==> src/rtl/rh_dma_ctl.sv <==
// Word-at-a-time DMA sequencer between a data buffer and an 18-bit bus.
// Optional bus-timeout (non-existent memory) detection when RH_DMA_CTL_TIMEOUT_EN is defined.
module rh_dma_ctl #(
    parameter int TMO_CYCLES = 1023
) (
    input  logic        clk,
    input  logic        rst,
    input  logic        rhCLR,
    input  logic        rhGO,
    input  logic        rhFUN,
    input  logic [15:0] rhWCIN,
    input  logic [17:0] rhBAIN,
    input  logic        rhBAI,
    input  logic        bufIR,
    input  logic        bufOR,
    input  logic        dmaACK,
    output logic        dmaREQ,
    output logic        dmaWR,
    output logic [17:0] dmaADDR,
    output logic        bufPUSH,
    output logic        bufPOP,
    output logic [15:0] rhWC,
    output logic [17:0] rhBA,
    output logic        rhBUSY,
    output logic        rhDONE,
    output logic        rhNXM
);

    typedef enum logic [2:0] {S_IDLE, S_ARB, S_REQ, S_STEP, S_DONE} state_t;

    state_t      state_q, state_d;
    logic        fun_q, inh_q;
    logic [15:0] wc_q, wc_inc;
    logic [17:0] ba_q;
    logic        start;
    logic        tmo;

    assign start  = (state_q == S_IDLE) && rhGO && !rhCLR;
    assign wc_inc = wc_q + 16'd1;

`ifdef RH_DMA_CTL_TIMEOUT_EN
    localparam int CW = $clog2(TMO_CYCLES + 1);
    logic [CW-1:0] tmo_cnt_q;
    logic          nxm_q;

    // Counter sits at zero outside REQ, so every entry into REQ starts a fresh count.
    assign tmo = (state_q == S_REQ) && !dmaACK && (tmo_cnt_q == CW'(TMO_CYCLES - 1));

    always_ff @(posedge clk) begin
        if (rst || state_q != S_REQ)
            tmo_cnt_q <= '0;
        else if (!dmaACK)
            tmo_cnt_q <= tmo_cnt_q + CW'(1);
    end

    always_ff @(posedge clk) begin
        if (rst || rhCLR || start)
            nxm_q <= 1'b0;
        else if (tmo)
            nxm_q <= 1'b1;
    end

    assign rhNXM = nxm_q;
`else
    assign tmo   = 1'b0;
    assign rhNXM = 1'b0;
`endif

    always_ff @(posedge clk) begin
        if (rst)
            state_q <= S_IDLE;
        else
            state_q <= state_d;
    end

    always_comb begin
        state_d = state_q;
        case (state_q)
            S_IDLE: if (rhGO) state_d = S_ARB;
            S_ARB:  if (fun_q ? bufOR : bufIR) state_d = S_REQ;
            S_REQ: begin
                if (dmaACK)   state_d = S_STEP;
                else if (tmo) state_d = S_DONE;
            end
            S_STEP: state_d = (wc_inc == 16'd0) ? S_DONE : S_ARB;
            S_DONE: state_d = S_IDLE;
            default: state_d = S_IDLE;
        endcase
        if (rhCLR) state_d = S_IDLE;
    end

    always_ff @(posedge clk) begin
        if (rst || rhCLR) begin
            wc_q  <= '0;
            ba_q  <= '0;
            fun_q <= 1'b0;
            inh_q <= 1'b0;
        end else if (start) begin
            wc_q  <= rhWCIN;
            ba_q  <= rhBAIN;
            fun_q <= rhFUN;
            inh_q <= rhBAI;
        end else if (state_q == S_STEP) begin
            wc_q <= wc_inc;
            if (!inh_q) ba_q <= ba_q + 18'd2;
        end
    end

    always_comb begin
        dmaREQ  = 1'b0;
        dmaWR   = 1'b0;
        bufPUSH = 1'b0;
        bufPOP  = 1'b0;
        rhDONE  = 1'b0;
        rhBUSY  = (state_q != S_IDLE);
        case (state_q)
            S_REQ: begin
                dmaREQ = 1'b1;
                dmaWR  = fun_q;
            end
            S_STEP: begin
                bufPUSH = !fun_q;
                bufPOP  = fun_q;
            end
            S_DONE: rhDONE = 1'b1;
            default: ;
        endcase
    end

    assign dmaADDR = ba_q;
    assign rhWC    = wc_q;
    assign rhBA    = ba_q;

endmodule

==> config.mk <==
export PLATFORM = sky130hd
export DESIGN_NAME = rh_dma_ctl
export DESIGN_NICKNAME = d
export VERILOG_FILES = /design/src/rtl/rh_dma_ctl.sv
export SDC_FILE = /design/constraint.sdc
export NUM_CORES = 1
export LEC_CHECK = 0
export BUFFER_PORTS_ARGS = -buffer_cell sky130_fd_sc_hd__buf_4
export CAP_MARGIN = 20
export CORE_MARGIN = 2
export CORE_UTILIZATION = 48
export CTS_BUF_LIST = sky130_fd_sc_hd__clkbuf_8 sky130_fd_sc_hd__clkbuf_16
export DETAILED_ROUTE_END_ITERATION = 10
export HOLD_SLACK_MARGIN = 0.06
export MAX_ROUTING_LAYER = met4
export PLACE_DENSITY = 0.8
export SETUP_SLACK_MARGIN = 0.4
export SLEW_MARGIN = 20
export SYNTH_ARGS = -nofsm -noshare
export SYNTH_HDL_FRONTEND = slang
export SYNTH_SLANG_ARGS = --single-unit
==> constraint.sdc <==
create_clock -name clk -period 2.5 [get_ports clk]
set_clock_uncertainty 0.05 [all_clocks]
set_input_delay 0.25 -clock clk [delete_from_list [all_inputs] [get_ports clk]]
set_output_delay 0.25 -clock clk [all_outputs]
set_load 0.02 [all_outputs]
==> metrics.yaml <==
yosys:
  synthesis.area_um2: 2460
  syn-num-nets: 355
  post_synth_num_cell_types: 51
  ys_seq_area_share_pct: 31.7
  ys_ff_latch: 39
  netlist_top_cells_area: "dfxtp_1, nor2_1, buf_4, xor2_1, a211oi_1"
  ys_top_cells_by_count: "nor2_1, dfxtp_1, nand2_1, buf_4, xor2_1"
  yosysMostFrequentCell: "nor2_1"
  ys.warnings.count: 0
  synth_top_area_share_pct: 31.7
  async_flop_share_pct: 0
  post_synth.cell_area_avg_um2: 7.94
  yosysTopAreaCell: "dfxtp_1"
  syn_inst: 310
  synthFlopType: "dfxtp_1"
  synth_edf_count: 0
timing:
  hold_viol_final: 0
  rsz0062_at_grt: "no"
  tightest_slew_ns: 0.663
  setup_tns_ns: 0
  period_needed_ns: 1.98
  slew_headroom_pct: 55.8
  slew_violations: 0
  fmax_ghz: 0.506
  fin_crit_sh_pct: 79.0
  finalSetupViolations: 0
clock_network:
  postCtsHoldBufs: 0
  postCtsSetupBuffers: 0
  clk_latency_ns: 0.30
  cts.sinks: 39
  clk_pin_slew_ns: 0.08
  htree_levels: 2
  cts_tree: "built"
  root_buffer: "clkbuf_8"
  clk_path_buf_depth: 2
  numCtsBuffers: 5
placed_design:
  hpwl_um: 4720
  portBuffers: 100
  place_area_um2: 3050
  globalplace.congestion: 0.891
detailed_routing:
  drc: 0
  antenna_left: 0
  vias_per_cell: 5.58
  wirelength_um: 6500
  dr.pass1.iters: 4
  wire_per_inst_um: 14.4
  via_count: 2517
  drt_iter0_markers: 102
worst_setup_path:
  crit_buf_inv: 0
  reg2reg_slack_ns: 0.52
  required_ns: 2.61
  crit_fanout: 7
  cp_cell_sequence: "and4_4 -> and3_4 -> and4_4 -> or3_1 -> a2111oi_4 -> o22ai_1"
  critPathKind: "reg2reg"
  worst_path_max_delay_cell: "dfxtp_1"
  cpPeakStageDelay_ns: 0.38
  cp_data_arrival_time_ns: 2.08
  cp-end-kind: "flip-flop"
  path_delay_family: "simple AND/OR/NAND/NOR gates"
  cp_common_cell: "and4_4"
  start_kind: "flip-flop"
hold_path:
  hp-class: "in2reg"
outcome:
  status: "finished clean"
finish:
  fin_area_um2: 3170
  multi_input_area_um2: 1420
  syn_to_final_growth_pct: 28.9
  finalNetCount: 425
  register_area_um2: 793
  diodes: 0
  layout-drive-gt1-share_pct: 35.2
  fillers: 467
global_route:
  grt_antenna_before_repair: 0
  grt_pass1_wl_um: 10000
  grt_overflow_total: 0
  grt_max_degree: 42
  grt_pass1_vias: 2170
  grt.total_usage_pct: 23.2
floorplan:
  coreArea_um2: 5040
  die-height_um: 75.6
  ios: 102
  design.die.area_um2: 5720
  core.rowCount: 26
  die_w_um: 75.6
  start_util_pct: 48.8
pwr:
  clkPwrFrac_pct: 32.7
  power.share.switching_pct: 29.4
  p_leak_nw: 1.29
  p_int_mw: 0.948
  pwr-share-seq_pct: 50.1
  switching_power_mw: 0.395
  power_density_nw_per_um2: 423
  combPwrFrac_pct: 17.1
  irDropWorstVdd_mv: 0.284
run:
  maxCapViolations: 0
==> power groups by stage <==
stage / sequential (mW) / combinational [mW] / clock (mW)
after global placement: 0.685 / 0.227 / 0
after global routing: 0.678 / 0.251 / 0.468
final: 0.674 / 0.230 / 0.440
after floorplan: 0.695 / 0.118 / 0
after CTS: 0.672 / 0.230 / 0.447
after detailed placement: 0.687 / 0.229 / 0
==> routing by layer <==
layer / up-vias / share of wire, % / track usage (%)
met3: 10 / 6.2 / 4.76
met2: 92 / 49 / 37.2
met4: 0 / 1.3 / 5.46
met1: 1170 / 43 / 30.3
met5: - / 0 / -
li1: 1245 / - / -
==> worst register-to-register path, stage by stage (launching register included) <==
cell and delay, ns:
dfxtp_1 0.38, and4_4 0.24, and3_4 0.18, and4_4 0.18, or3_1 0.35, a2111oi_4 0.32
o22ai_1 0.13
==> placed cells by master, fill, tap and decap left out, types with 2 or more instances in the layout <==
master,n
clkbuf_8,5
nand2_1,28
a22oi_1,2
xnor2_1,5
nor3_1,6
dfxtp_2,10
nor2_1,42
a311oi_1,4
clkinvlp_4,2
nand3b_1,2
nand4_1,6
a31oi_1,4
o21ai_0,15
or3_1,4
a222oi_1,4
a2111oi_0,2
nand3_1,13
buf_4,104
nor3b_1,2
nor4_1,2
o221ai_1,2
and2_1,2
a211oi_1,14
or2_2,2
and4_4,2
a41oi_1,3
xor2_1,17
mux2i_1,2
a21oi_1,16
and3_1,7
dfxtp_1,29
a32oi_1,2
==> per-stage QoR <==
| stage | hold WS [ns] | util, % | power (mW) | worst slack (ns) | std cells |
|---|---|---|---|---|---|
| finish | 0.140 | 63.0 | 1.34 | 0.524 | 451 |
| global route | 0.155 | 63.0 | 1.40 | 0.399 | 451 |
| CTS | 0.138 | 62.3 | 1.35 | 0.402 | 451 |
| detailed placement | 0.427 | 60.5 | 0.916 | 0.356 | 443 |
| global placement | 0.402 | 60.5 | 0.912 | 0.436 | 443 |
| floorplan | 0.336 | - | 0.814 | 0.474 | 310 |
==> cell type report <==
type	count	share of cell area (%)
clock buffer	5	2.17
tap	70	2.76
timing repair buffer	104	24.6
clock inverter	3	0.631
inverter	1	0.118
sequential	39	25.0
multi-input combinational	229	44.7
==> repair_timing <==
action | in CTS | in global routing
pin swaps | 0 | 2
resized for setup | 2 | 13
endpoints found under the setup margin | 2 | 9
==> path summary, 6_finish.rpt <==
| check | cells past startpoint | start | to |
|---|---|---|---|
| worst max register to register | 6 | rhWC[9] | state_q[0] |
| worst min register to register | 2 | dmaADDR[0] | dmaADDR[0] |
| worst max-delay path | 6 | rhWC[9] | state_q[0] |
| worst min-delay path | 3 | rhWCIN[11] | rhWC[11] |
==> cells by family after synthesis <==
group,Yosys count,share of synthesized area (%)
AOI/OAI and AO/OA,73,20.3
buffers and inverters,42,11.5
DFF,39,31.7
adders and majority gates,2,1.02
and+or+nand+nor,129,26.7
xor gates and xnor gates,22,7.83
other,1,0.152
muxes,2,0.813
==> flip-flops by register name (all words and copies together) (netlist names) <==
| register | cells |
|---|---|
| rhWC | 16 |
| fun_q | 1 |
| state_q | 3 |
| inh_q | 1 |
| dmaADDR | 18 |
Note: power is estimated with default switching activity, not from simulation.
